### src/rtl/ram_arbiter_pkg.sv
// Shared types and constants for the CPU/DMA RAM arbiter.
package ram_arbiter_pkg;

  localparam int unsigned ADDR_W   = 8;
  localparam int unsigned DATA_W   = 8;
  localparam int unsigned STREAK_W = 4;

  typedef enum logic [1:0] {
    ST_IDLE   = 2'd0,
    ST_ACCESS = 2'd1,
    ST_DONE   = 2'd2
  } state_e;

  localparam logic OWN_CPU = 1'b0;
  localparam logic OWN_DMA = 1'b1;

  // Latched copy of the granted master's request
  typedef struct packed {
    logic              we;
    logic [ADDR_W-1:0] addr;
    logic [DATA_W-1:0] wdata;
  } ram_req_t;

endpackage

### src/rtl/arb_starve_counter.sv
// Counts consecutive CPU grants taken while DMA waits; flags when DMA must win.
module arb_starve_counter
  import ram_arbiter_pkg::*;
#(
  parameter int unsigned CPU_MAX_STREAK = 4
) (
  input  logic clk,
  input  logic nreset,
  input  logic grant_cpu_i,
  input  logic grant_dma_i,
  input  logic dma_req_i,
  output logic force_dma_o
);

  localparam logic [STREAK_W-1:0] MAX_STREAK = STREAK_W'(CPU_MAX_STREAK);

  logic [STREAK_W-1:0] streak_q, streak_d;
  logic                force_dma_q;

  // Clear on DMA grant or uncontested CPU grant, saturating count otherwise
  always_comb begin
    streak_d = streak_q;
    if (grant_dma_i) begin
      streak_d = '0;
    end else if (grant_cpu_i) begin
      if (!dma_req_i) begin
        streak_d = '0;
      end else if (streak_q >= MAX_STREAK) begin
        streak_d = MAX_STREAK;
      end else begin
        streak_d = streak_q + STREAK_W'(1);
      end
    end
  end

  always_ff @(posedge clk or negedge nreset) begin
    if (!nreset) begin
      streak_q    <= '0;
      force_dma_q <= 1'b0;
    end else begin
      streak_q    <= streak_d;
      force_dma_q <= (streak_d == MAX_STREAK);
    end
  end

  assign force_dma_o = force_dma_q;

endmodule

### src/rtl/ram_arbiter.sv
// Shares one 8-bit RAM between CPU (priority) and DMA using fixed
// three-cycle IDLE/ACCESS/DONE transactions with a DMA anti-starvation limit.
module ram_arbiter
  import ram_arbiter_pkg::*;
#(
  parameter int unsigned CPU_MAX_STREAK = 4
) (
  input  logic              clk,
  input  logic              nreset,
  input  logic              cpu_req,
  input  logic              cpu_we,
  input  logic [ADDR_W-1:0] cpu_addr,
  input  logic [DATA_W-1:0] cpu_wdata,
  output logic [DATA_W-1:0] cpu_rdata,
  output logic              cpu_ack,
  input  logic              dma_req,
  input  logic              dma_we,
  input  logic [ADDR_W-1:0] dma_addr,
  input  logic [DATA_W-1:0] dma_wdata,
  output logic [DATA_W-1:0] dma_rdata,
  output logic              dma_ack,
  output logic [ADDR_W-1:0] ram_addr,
  output logic [DATA_W-1:0] ram_wdata,
  input  logic [DATA_W-1:0] ram_rdata,
  output logic              ram_we,
  output logic              ram_oe,
  output logic              busy,
  output logic              owner
);

  state_e              state_q, state_d;
  ram_req_t            req_q, req_d;
  logic                owner_q, owner_d;
  logic                ram_we_q, ram_we_d;
  logic                ram_oe_q, ram_oe_d;
  logic                cpu_ack_q, cpu_ack_d;
  logic                dma_ack_q, dma_ack_d;
  logic                busy_q, busy_d;
  logic [DATA_W-1:0]   cpu_rdata_q, cpu_rdata_d;
  logic [DATA_W-1:0]   dma_rdata_q, dma_rdata_d;
  logic                grant_cpu_c, grant_dma_c;
  logic                force_dma;

  arb_starve_counter #(
    .CPU_MAX_STREAK(CPU_MAX_STREAK)
  ) u_starve (
    .clk        (clk),
    .nreset     (nreset),
    .grant_cpu_i(grant_cpu_c),
    .grant_dma_i(grant_dma_c),
    .dma_req_i  (dma_req),
    .force_dma_o(force_dma)
  );

  // Next-state and registered-output logic
  always_comb begin
    state_d     = state_q;
    req_d       = req_q;
    owner_d     = owner_q;
    ram_we_d    = 1'b0;
    ram_oe_d    = 1'b0;
    cpu_ack_d   = 1'b0;
    dma_ack_d   = 1'b0;
    busy_d      = 1'b0;
    cpu_rdata_d = cpu_rdata_q;
    dma_rdata_d = dma_rdata_q;
    grant_cpu_c = 1'b0;
    grant_dma_c = 1'b0;

    unique case (state_q)
      ST_IDLE: begin
        if (dma_req && (!cpu_req || force_dma)) begin
          grant_dma_c = 1'b1;
          req_d       = '{we: dma_we, addr: dma_addr, wdata: dma_wdata};
          owner_d     = OWN_DMA;
          ram_we_d    = dma_we;
          ram_oe_d    = !dma_we;
          state_d     = ST_ACCESS;
        end else if (cpu_req) begin
          grant_cpu_c = 1'b1;
          req_d       = '{we: cpu_we, addr: cpu_addr, wdata: cpu_wdata};
          owner_d     = OWN_CPU;
          ram_we_d    = cpu_we;
          ram_oe_d    = !cpu_we;
          state_d     = ST_ACCESS;
        end
      end
      ST_ACCESS: begin
        // Read data is captured on the edge that closes ACCESS
        if (!req_q.we) begin
          if (owner_q == OWN_CPU) cpu_rdata_d = ram_rdata;
          else                    dma_rdata_d = ram_rdata;
        end
        if (owner_q == OWN_CPU) cpu_ack_d = 1'b1;
        else                    dma_ack_d = 1'b1;
        state_d = ST_DONE;
      end
      ST_DONE: begin
        state_d = ST_IDLE;
      end
      default: begin
        state_d = ST_IDLE;
      end
    endcase

    busy_d = (state_d != ST_IDLE);
  end

  always_ff @(posedge clk or negedge nreset) begin
    if (!nreset) begin
      state_q     <= ST_IDLE;
      req_q       <= '0;
      owner_q     <= OWN_CPU;
      ram_we_q    <= 1'b0;
      ram_oe_q    <= 1'b0;
      cpu_ack_q   <= 1'b0;
      dma_ack_q   <= 1'b0;
      busy_q      <= 1'b0;
      cpu_rdata_q <= '0;
      dma_rdata_q <= '0;
    end else begin
      state_q     <= state_d;
      req_q       <= req_d;
      owner_q     <= owner_d;
      ram_we_q    <= ram_we_d;
      ram_oe_q    <= ram_oe_d;
      cpu_ack_q   <= cpu_ack_d;
      dma_ack_q   <= dma_ack_d;
      busy_q      <= busy_d;
      cpu_rdata_q <= cpu_rdata_d;
      dma_rdata_q <= dma_rdata_d;
    end
  end

  assign ram_addr  = req_q.addr;
  assign ram_wdata = req_q.wdata;
  assign ram_we    = ram_we_q;
  assign ram_oe    = ram_oe_q;
  assign cpu_ack   = cpu_ack_q;
  assign dma_ack   = dma_ack_q;
  assign cpu_rdata = cpu_rdata_q;
  assign dma_rdata = dma_rdata_q;
  assign busy      = busy_q;
  assign owner     = owner_q;

endmodule

### config.mk
export PLATFORM = sky130hd
export DESIGN_NAME = ram_arbiter
export DESIGN_NICKNAME = d
export VERILOG_FILES = /design/src/rtl/ram_arbiter_pkg.sv /design/src/rtl/arb_starve_counter.sv /design/src/rtl/ram_arbiter.sv
export SDC_FILE = /design/constraint.sdc
export NUM_CORES = 1
export LEC_CHECK = 0
export ABC_AREA = 1
export CORE_MARGIN = 1
export CORE_UTILIZATION = 30
export DETAILED_ROUTE_END_ITERATION = 10
export HOLD_SLACK_MARGIN = 0.1
export PLACE_DENSITY = 0.66
export SYNTH_ARGS = -nofsm -noshare
export SYNTH_HDL_FRONTEND = slang
export SYNTH_SLANG_ARGS = --single-unit
### constraint.sdc
create_clock -name clk -period 1.5 [get_ports clk]
set_clock_uncertainty 0.05 [all_clocks]
set_input_delay 0.3 -clock clk [delete_from_list [all_inputs] [get_ports clk]]
set_output_delay 0.3 -clock clk [all_outputs]
set_load 0.01 [all_outputs]
[Word-level counts from Yosys, hierarchy flattened]
Cells that the tools add are included.
Cells by class
  multiplexer cells: 26
  $lt $le $gt $ge: 1
  bitwise logic cells: 2
  equal/unequal tests: 2
  reductions and logical operators: 11
  add/sub/neg operators: 1
Operators by type and width (count)
  $mux W17: 2
  $mux W1: 17
  $mux W4: 4
  $reduce_and A3 Y1: 2
  $add A4 B1 Y4 const B: 1
  $eq A4 B3 Y1 const B: 1
  $ge A4 B3 Y1 const B: 1
  $mux W2: 2
  $pmux W2 S2: 1
  $reduce_bool A2 Y1: 2
  $logic_not A1 Y1: 3
  $eq A2 B1 Y1 const B: 1
  $logic_not A2 Y1: 1
  $not A1 Y1: 2
  $reduce_and A2 Y1: 1
  $logic_and A1 B1 Y1: 1
  $logic_or A1 B1 Y1: 1
Storage, ports and cells
  output and inout port bits: 38
  input port bits: 46
  word-level logic and storage cells: 57
  register bits: 46

[Longest topological paths before layout]
Gate-level depths: netlist of run 1.
  word-level depth: 8
  mapped depth: 8
  gate-level depth less buffers: 8

[Modules after synthesis]
From an unflattened synthesis of run 1, not the netlist that was laid out.
Unflattened totals
  cells, all modules: 286
  area, all modules: 2318.5 µm²
Modules (own cells, without submodules)
  ram_arbiter: cells each 252, instances 1, sequential area each 1026.0 µm², area an instance 2067.0 µm²
  arb_starve_counter: cells each 34, instances 1, sequential area each 125.1 µm², area an instance 251.5 µm²

[Least setup slack after synthesis of run 1]
Ideal clock, no wire load.
  path kind: flip-flop to flip-flop
  start: register state_q[0]
  end: register req_q (netlist bit ram_addr[0])
  cell stages (with the launch flop): 8
  data arrival time: 1.040 ns
  period minus slack after synthesis: 1.210 ns
  path slack: 0.290 ns
  path buffers: 1
  library setup time: 0.119 ns
  data required time: 1.331 ns
  path through: dfrtp_1 -> nor2_4 -> nand2_2 -> nand2_2 -> inv_2 -> buf_2 -> nand2_1 -> o21ai_2
Between the ends
  cells in the longest elaborated chain, start to end: 2
RTL lines
  from (decl): RTL line ram_arbiter.sv:31  | state_e state_q, state_d;
  from (signal assigned): RTL line ram_arbiter.sv:122  | state_q <= state_d;
  $logic_not A2 Y1: RTL line ram_arbiter.sv:70  | unique case (state_q)
  $reduce_and A2 Y1 (no line)
  to (signal assigned): RTL line ram_arbiter.sv:123  | req_q <= req_d;
  to (decl): RTL line ram_arbiter.sv:32  | ram_req_t req_q, req_d;
No other way between the ends.
A chain may end at the register's enable or synchronous reset.

[Worst setup path in the final report of run 1]
  start: register owner_q (netlist: owner)
  end: output owner
RTL lines
  from (decl): RTL line ram_arbiter.sv:33  | logic owner_q, owner_d;
  from (signal assigned): RTL line ram_arbiter.sv:124  | owner_q <= owner_d;
  to (decl): RTL line ram_arbiter.sv:28  | output logic owner
No word-level cell between the ends.

==> results by group, run 1 <==
STA
  – Setup_tns: 0 ns
  – Period utilization: approximately 92%
  – Final Hold Fails: 0
  – Min Tclk post-route: 1.376 ns
  – RSZ-0062 raised after global routing: false
  – Worst-margin pin slew: about 0.53 ns
  – Final setup vio count: 0
  – Final Max Slew Viols: 0
  – Slack of the critical path: around 0.12 ns
  – Achievable Freq: 0.7266 GHz
  – Hold WS: 0.4394 ns
  – Rel. slew slack: between 60% and 70%

Worst setup path
  – Worst path bufs/invs: 1
  – WP data arrival: between 1 and 1.5 ns
  – CP max stage cell: dfrtp_1
  – Setup crit end kind: primary output
  – Startpoint types: register
  – Critical path's top delay family: flip-flops
  – Req. time, crit path: 1.15 ns
  – CP max FO: 4
  – Critical Path Max Stage Delay: approximately 0.42 ns
  – Worst setup path class: reg2out
  – CP Cell Sequence: dlygate4sd2_1

Route
  – Final ANT Viol Nets: 0
  – DR DRC count: 0
  – Initial DRC count: 56
  – Vias post-DR: approximately 1800
  – Router iterations before antenna repair: 3
  – Per-cell routed wire length: around 12 µm
  – Final wirelength: around 5 mm
  – Detail-routed via count per cell: roughly 4.3

Floorplan
  – Die Y: ~87 µm
  – # IOs: 84
  – Die X: 86.77 µm
  – Die area: roughly 7500 µm²
  – Num rows: 30
  – Starting Density: 31.38%
  – Core ar.: slightly below 7000 µm²

Power
  – Sw Ratio: slightly below 40%
  – P_leak: between 1.5 and 2 nW
  – Pwr Total: 0.005536 W
  – Gate power share: 47.0%
  – Clock network power share: 14.4%
  – Peak VDD IR: a little over 0.7 mV
  – Power share of the sequential group: 38.7%
  – P_int: between 0.003 and 0.004 W
  – Power per cell area: around 1800 nW/µm²
  – Switch Pwr: ~0.0022 W

Layout
  – Proportion of layout cells with a drive suffix above 1: ~15%
  – Final Util: approximately 45%
  – Filler cells: just over 700
  – Post-layout net count: 362
  – Commonest non-fill, non-tap cell in the layout: nand2_1
  – Area grow syn2layout: 43.30%
  – Diode count: 0
  – Most frequent cells in the layout: nand2_1, dfrtp_1, clkdlybuf4s50_1, dlygate4sd2_1, nor2_1
  – Multi-input gate area: 710.7 µm²
  – Register area: around 1200 µm²

Yosys
  – Area fraction of the dominant cell type after synthesis: a little over half
  – Synth area leaders: dfrtp_1, nand2_1, o21ai_2
  – Synth Area per Inst: 9.096 µm²
  – Dominant cell type by area after synthesis: dfrtp_1
  – Post-synth design cell area: 2156 µm²
  – #FFs+latches synth: 46
  – Unique masters post-synth: 19
  – Mapped Nets: approximately 280
  – Yosys Warn Count: 0
  – Post-synthesis sequential area ratio: 53.40%
  – Synth Instances: between 200 and 250

Global routing
  – GRT Total Usage: approximately 14%
  – Initial antenna violation count: 0
  – Vias in the first global route: about 1800
  – Routing usage on met1: between 10% and 20%
  – First-pass GRT wire length: between 8 and 9 mm
  – Largest net degree at the start of global routing: 27
  – Grt ovf: 0
  – Routing usage on met3: 4.190%
  – Global-route met2 utilization: 24.17%
  – Gr busiest metal: met2

Place
  – PortBufs: a little over 80
  – Dpl ws: -0.1633 ns
  – GPL Wtd Cong: a little under 0.8
  – DP HPWL: about 3.7 mm

Job
  – Max-cap violations: 0

Clocking
  – Inserted Clock Buffers: 5
  – Clock Latency Late Sink: roughly 0.30 ns
  – Clock Sinks: 46
  – Max Buffers Root-to-Sink: 2
  – Clock slew at reported path FFs: about 0.09 ns
  – H-tree depth: 2
  – Root Buffer: clkbuf_8
  – CTS tree: done

Min path
  – Hold Path Class: reg2reg

Run status
  – Status: finished, final reports clean
synthesized netlist by cell type:
cell type  instances
nand2_1           47
dfrtp_1           46
nor2_1            26
inv_1             23
o21ai_1           18
o21ai_2           18
buf_4             16
o21ai_0           13
nand3_1            7
nand2_2            6
buf_6              4
a21oi_1            3
buf_2              3
inv_2              2
and2_1             1
buf_12             1
ha_1               1
nor2_2             1
nor2_4             1
power groups by stage:
stage	Combinational [W]	Sequential [W]	Clock [W]
after floorplan	0.00169	0.00225	0
after global placement	0.00293	0.00217	0
after detailed placement	0.00298	0.00218	0
after CTS	0.00265	0.00215	0.000829
after global routing	0.00292	0.00222	0.000876
final	0.00260	0.00214	0.000795
metrics by stage:
stage / std cells / instance area (µm²)
floorplan: 237 / 2156
global placement: 403 / 3034
detailed placement: 403 / 3034
CTS: 412 / 3089
global route: 412 / 3089
finish: 412 / 3089
registers in the layout, summed over array words and instances, names as in the netlist:
| name | cells |
|---|---|
| cpu_ack | 1 |
| owner | 1 |
| ram_wdata | 8 |
| u_starve.streak_q | 4 |
| ram_we | 1 |
| u_starve.force_dma_o | 1 |
| busy | 1 |
| req_q | 1 |
| ram_oe | 1 |
| dma_rdata | 8 |
| state_q | 2 |
| dma_ack | 1 |
| cpu_rdata | 8 |
| ram_addr | 8 |
path summary, 6_finish.rpt:
kind | cells after the start | slack (ns) | to | from
min in group asynchronous | 2 | 0.46 | ram_wdata[7] | nreset
max in group asynchronous | 3 | 0.43 | dma_rdata[1] | nreset
min reg2reg | 2 | 0.44 | cpu_rdata[4] | cpu_rdata[4]
max reg2reg | 6 | 0.18 | ram_wdata[4] | state_q[1]
min | 2 | 0.44 | cpu_rdata[4] | cpu_rdata[4]
max | 1 | 0.12 | owner | owner
cells by family after synthesis:
logic type                 after synthesis  share of synthesized area [%]
buffers and inverters                   49                          13.64
AOI/OAI and AO/OA                       52                          15.21
adders and majority gates                1                         0.5803
DFF                                     46                          53.40
and+or+nand+nor                         89                          17.18
per-layer routing:
metal	vias up	wire (µm)
met5	-	0
met4	0	54
met3	6	278
met2	48	2370
met1	825	2235
li1	883	-
final cells by class:
class                      count  share of cell area (%)
multi-input combinational    142                   23.01
clock buffer                   5                   2.228
sequential                    46                   37.26
timing repair buffer          95                   29.81
tap                           96                   3.888
inverter                      25                   3.038
clock inverter                 3                  0.7695
what timing repair did:
| action | in CTS | in global routing |
|---|---|---|
| gates resized for setup | 38 | 0 |
| buffers inserted | 0 | 0 |
| setup endpoints to repair | 38 | 0 |
| endpoints found under the hold margin | 20 | 0 |
| hold buffers | 1 | 0 |
(Power assumes the default switching activity.)
==> run 2, diff against run 1 <==
Clock period 1.5 ns to 1.7 ns, I/O delays scaled along.
==> run 2 against run 1 <==
Compared with the run above:
- routed wire length down 4.1%
- first-iteration DRC count down 30%
- setup slack worse by 0.031 ns
==> results by group, run 2 (synthesis gave the netlist of run 1 again) <==
Place
  – DP HPWL: 3.603 mm (-2.9%)
  – GPL Wtd Cong: 0.7878 (+2.3%)
  – PortBufs: 83 (unchanged)

Run status
  – Status: finished, final reports clean

Clocking
  – Inserted Clock Buffers: 5 (unchanged)
  – H-tree depth: 2 (unchanged)
  – Clock slew at reported path FFs: 0.09 ns (about the same)
  – CTS tree: done
  – Clock Latency Late Sink: 0.30 ns (about the same)
  – Clock Sinks: 46 (unchanged)
  – Max Buffers Root-to-Sink: 2 (unchanged)
  – Root Buffer: clkbuf_8

Worst setup path
  – CP max stage cell: clkdlybuf4s50_1
  – Req. time, crit path: 1.31 ns (+0.16 ns)
  – Critical path's top delay family: buffers and inverters
  – Crit path from: ram_addr[6]
  – CP Cell Sequence: clkdlybuf4s50_1
  – Reg2reg start: state_q[0]
  – WP data arrival: 1.22 ns (+0.19 ns)
  – Setup crit end kind: primary output
  – CP max FO: 2 (-2)
  – Critical Path Max Stage Delay: 0.55 ns (+0.13 ns)
  – FF-to-FF path depth: 6 (unchanged)
  – Startpoint types: register
  – Number of cells on the critical path: 1 (unchanged)
  – Worst setup path class: reg2out
  – Worst path bufs/invs: 1 (unchanged)

Layout
  – Most frequent cells in the layout: clkdlybuf4s50_1, nand2_1, dfrtp_1, nor2_1, inv_1
  – Diode count: 0 (unchanged)
  – Register area: 1151 µm² (unchanged)
  – Proportion of layout cells with a drive suffix above 1: 14.65% (-0.54 points)
  – Final Util: 45.79% (+0.82 points)
  – Commonest non-fill, non-tap cell in the layout: clkdlybuf4s50_1
  – Area grow syn2layout: 45.91%
  – Multi-input gate area: 710.7 µm² (unchanged)
  – Post-layout net count: 360 (-0.55%)
  – Filler cells: 666 (-7.0%)

STA
  – Min Tclk post-route: 1.607 ns
  – Rel. slew slack: 65.74% (+1.4 points)
  – Worst-margin pin slew: 0.5140 ns (-0.02057 ns)
  – Achievable Freq: slightly above 0.6 GHz
  – Hold WS: 0.4383 ns (-0.001054 ns)
  – Final Max Slew Viols: 0 (unchanged)
  – Final Hold Fails: 0 (unchanged)
  – RSZ-0062 raised after global routing: false
  – Final setup vio count: 0 (unchanged)
  – Period utilization: a little over nine tenths
  – Setup_tns: 0 ns (unchanged)

Route
  – Initial DRC count: 39 (-30%)
  – DR DRC count: 0 (unchanged)
  – Per-cell routed wire length: 11.55 µm (-3.7%)
  – Router iterations before antenna repair: 4 (+1)
  – Final ANT Viol Nets: 0 (unchanged)
  – Vias post-DR: 1758 (-0.23%)
  – Detail-routed via count per cell: 4.288 (+0.26%)
  – Final wirelength: 4.734 mm (-4.1%)

Floorplan
  – Starting Density: 31.38% (unchanged)
  – Die Y: 86.77 µm (unchanged)
  – # IOs: 84 (unchanged)
  – Num rows: 30 (unchanged)
  – Die area: 7529 µm² (unchanged)
  – Die X: 86.77 µm (unchanged)
  – Core ar.: 6869 µm² (unchanged)

Global routing
  – Vias in the first global route: 1768 (-2.9%)
  – Initial antenna violation count: 0 (unchanged)
  – First-pass GRT wire length: 8.245 mm (-1.6%)
  – Grt ovf: 0 (unchanged)
  – GRT Total Usage: 14.07% (-0.41 points)
  – Largest net degree at the start of global routing: 27 (unchanged)

Power
  – Peak VDD IR: 0.6356 mV (-13%)
  – Power per cell area: 1685 nW/µm² (-6.0%)
  – P_leak: 1.456 nW (-4.4%)

Min path
  – Hold depth: 2 (unchanged)
  – Hold Path Class: reg2reg
  – Min-delay src: ram_addr[0]

Job
  – Max-cap violations: 0 (unchanged)
-- run 2: changes by cell type in the layout (fill, tap and decap cells not counted), sizes merged --
| cell | delta |
|---|---|
| dlymetal6s2s | +1 |
| buf | -2 |
| bufinv | +1 |
| clkdlybuf4s50 | +37 |
| dlygate4sd2 | -38 |
| inv | -1 |
-- run 2: timing repair --
item	in CTS	in global routing
endpoints found under the setup margin	0	1
gates resized for setup	0	1
setup buffers	0	0
hold endpoints to repair	20	0
hold buffers	1	0
-- run 2: path summary, 6_finish.rpt --
| kind | end | slack (ns) |
|---|---|---|
| setup / recovery | ram_addr[6] | 0.09 |
| max in group asynchronous | state_q[1] | 0.60 |
| min in group asynchronous | ram_wdata[7] | 0.50 |
| hold reg to reg | ram_addr[0] | 0.44 |
| setup reg to reg | ram_addr[7] | 0.36 |
| hold / removal | ram_addr[0] | 0.44 |
-- run 2: through the flow --
stage               instance area, µm²  setup WS, ns  cells  power (W)
finish                            3146       0.09264    410   0.005301
global route                      3146       0.03427    410   0.005750
CTS                               3143       0.03727    410   0.005376
detailed placement                3019       0.01085    401   0.004547
global placement                  3019       0.03059    401   0.004490
floorplan                         2156        0.4905    237   0.003474
-- run 2: layer usage --
| metal | routed length [µm] | track usage (%) |
|---|---|---|
| met5 | 0 | 0 |
| met3 | 300 | 4.286 |
| met2 | 2217 | 23.52 |
| met4 | 48 | 3.636 |
| met1 | 2168 | 17.72 |
-- run 2: cell type report --
| cell class | count | share of cell area [%] |
|---|---|---|
| sequential | 46 | 36.59 |
| timing repair buffer | 93 | 30.39 |
| multi-input combinational | 142 | 22.59 |
| tap | 96 | 3.819 |
| inverter | 25 | 2.983 |
| clock buffer | 5 | 2.188 |
| clock inverter | 3 | 1.432 |
-- run 2: power by group --
group / internal [W] / switching (W)
sequential: 0.00161 / 0.000288
combinational: 0.00138 / 0.00121
clock: 0.000437 / 0.000378
total: 0.00343 / 0.00187
==> run 3, diff against run 2 <==
Settings changed: CORE_MARGIN 1 to 4.
==> run 3 against run 2 <==
Compared with the run above:
- final cell count is 0.73% lower
- cell area is 1.6% lower
- via count fell by 2.5%
- setup slack improved by 0.012 ns
- die area is 14% higher
- highest routed layer unchanged
==> results by group, run 3 (synthesis gave the netlist of run 1 again) <==
Worst setup path
  – Worst path bufs/invs: 1 (unchanged)
  – Req. time, crit path: 1.31 ns (about the same)
  – Setup crit end kind: primary output
  – Critical path's top delay family: buffers and inverters
  – Critical Path Max Stage Delay: 0.55 ns (about the same)
  – Worst setup path class: reg2out
  – CP max FO: 2 (unchanged)
  – CP max stage cell: clkdlybuf4s50_1
  – Startpoint types: register
  – WP data arrival: 1.21 ns (about the same)
  – CP Cell Sequence: clkdlybuf4s50_1

Route
  – Detail-routed via count per cell: 4.211 (-1.8%)
  – Router iterations before antenna repair: 4 (unchanged)
  – Initial DRC count: 75 (+92%)
  – DR DRC count: 0 (unchanged)
  – Final wirelength: 5.075 mm (+7.2%)
  – Final ANT Viol Nets: 0 (unchanged)
  – Vias post-DR: 1714 (-2.5%)
  – Per-cell routed wire length: 12.47 µm (+8.0%)

Run status
  – Status: finished, final reports clean

Clocking
  – CTS tree: done
  – Clock Latency Late Sink: 0.29 ns (about the same)
  – Clock slew at reported path FFs: 0.08 ns (about the same)
  – Inserted Clock Buffers: 5 (unchanged)
  – Clock Sinks: 46 (unchanged)
  – H-tree depth: 2 (unchanged)
  – Root Buffer: clkbuf_8
  – Setup Buffers After CTS: 0 (unchanged)
  – Max Buffers Root-to-Sink: 2 (unchanged)

Global routing
  – First-pass GRT wire length: 8.418 mm (+2.1%)
  – Initial antenna violation count: 0 (unchanged)
  – GRT Total Usage: 12.22% (-1.8 points)
  – Vias in the first global route: 1740 (-1.6%)
  – Largest net degree at the start of global routing: 47 (+74%)
  – Grt ovf: 0 (unchanged)

STA
  – Final setup vio count: 0 (unchanged)
  – RSZ-0062 raised after global routing: false
  – Achievable Freq: 0.6267 GHz (+0.73%)
  – Worst-margin pin slew: 0.3445 ns (-0.1695 ns)
  – Rel. slew slack: 76.95% (+11 points)
  – Setup_tns: 0 ns (unchanged)
  – Period utilization: 93.87% (-0.68 points)
  – Final Max Slew Viols: 0 (unchanged)
  – Hold WS: 0.4379 ns (-0.0004510 ns)
  – Final Hold Fails: 0 (unchanged)
  – Min Tclk post-route: 1.596 ns (-0.01163 ns)

Floorplan
  – Die area: 8606 µm² (+14%)
  – Num rows: 30 (unchanged)
  – Core ar.: 6869 µm² (unchanged)
  – Die Y: 92.77 µm (+6.9%)
  – Die X: 92.77 µm (+6.9%)
  – # IOs: 84 (unchanged)
  – Starting Density: 31.38% (unchanged)

Place
  – GPL Wtd Cong: 0.7679 (-2.5%)
  – DP HPWL: 3.904 mm (+8.4%)
  – PortBufs: 83 (unchanged)

Power
  – Peak VDD IR: 0.5008 mV (-21%)
  – P_leak: 1.438 nW (-1.2%)
  – Power per cell area: 1645 nW/µm² (-2.4%)

Layout
  – Proportion of layout cells with a drive suffix above 1: 13.83% (-0.82 points)
  – Most frequent cells in the layout: clkdlybuf4s50_1, nand2_1, dfrtp_1, nor2_1, inv_1
  – Post-layout net count: 359 (-0.28%)
  – Commonest non-fill, non-tap cell in the layout: clkdlybuf4s50_1
  – Filler cells: 673 (+1.1%)
  – Area grow syn2layout: 43.53%
  – Diode count: 0 (unchanged)

Min path
  – Hold Path Class: reg2reg

Job
  – Max-cap violations: 0 (unchanged)
run 3: cell count changes in the layout (fill, tap and decap cells not counted):
cell and change:
bufinv_16 -1, clkbuf_8 +1, clkinvlp_4 -2, buf_12 -1
run 3: path summary, 6_finish.rpt:
| kind | startpoint | endpoint | slack, ns | depth (start not counted) |
|---|---|---|---|---|
| max reg2reg | state_q[0] | req_q[16] | 0.33 | 6 |
| max in group asynchronous | nreset | dma_rdata[4] | 0.88 | 3 |
| max | ram_wdata[7] | ram_wdata[7] | 0.10 | 1 |
| min | ram_addr[5] | ram_addr[5] | 0.44 | 2 |
| min reg2reg | ram_addr[5] | ram_addr[5] | 0.44 | 2 |
| min in group asynchronous | nreset | ram_wdata[3] | 0.51 | 3 |
run 3: report_power, final:
part           total [W]  switching (W)  internal (W)
logic            0.00254        0.00122       0.00133
registers        0.00190       0.000288       0.00161
clock network   0.000647       0.000333      0.000314
total            0.00509        0.00184       0.00325
run 3: metal layers:
| metal | track usage, % | vias to the layer above | wire (µm) |
|---|---|---|---|
| met3 | 4.305 | 5 | 358 |
| met1 | 14.12 | 788 | 2010 |
| met4 | 2.564 | 0 | 27 |
| met2 | 21.72 | 49 | 2678 |
| met5 | 0 | - | 0 |
| li1 | - | 872 | - |
run 3: stage by stage:
| step | utilization (%) | area (µm²) | cells | worst slack [ns] | total power (W) |
|---|---|---|---|---|---|
| after global placement | 43.66 | 2999 | 400 | 0.01901 | 0.004454 |
| after floorplan | - | 2156 | 237 | 0.4905 | 0.003474 |
| after CTS | 45.01 | 3092 | 407 | 0.03065 | 0.005182 |
| after detailed placement | 43.66 | 2999 | 400 | -0.03226 | 0.004513 |
| final | 45.05 | 3094 | 407 | 0.1043 | 0.005091 |
| after global routing | 45.05 | 3094 | 407 | 0.03840 | 0.005521 |
run 3: cell type report:
class                   instances  area [µm²]  share of cell area (%)
flip-flops and latches         46        1151                   37.20
repair buffers                 92       935.9                   30.25
multi-input cells             142       710.7                   22.97
well taps                      96       120.1                   3.882
inverters                      25       93.84                   3.033
clock buffers                   6       82.58                   2.669
run 3: timing repair:
| action | 4_1_cts | 5_1_grt |
|---|---|---|
| hold buffers | 1 | 0 |
| endpoints found under the hold margin | 46 | 0 |
| setup endpoints to repair | 0 | 1 |
| resized for setup | 0 | 1 |
run 3: tightest hold or removal path: stages, from the launching register on:
cell	delay, ns
dfrtp_1	0.35
nand2_1	0.06
o21ai_2	0.05
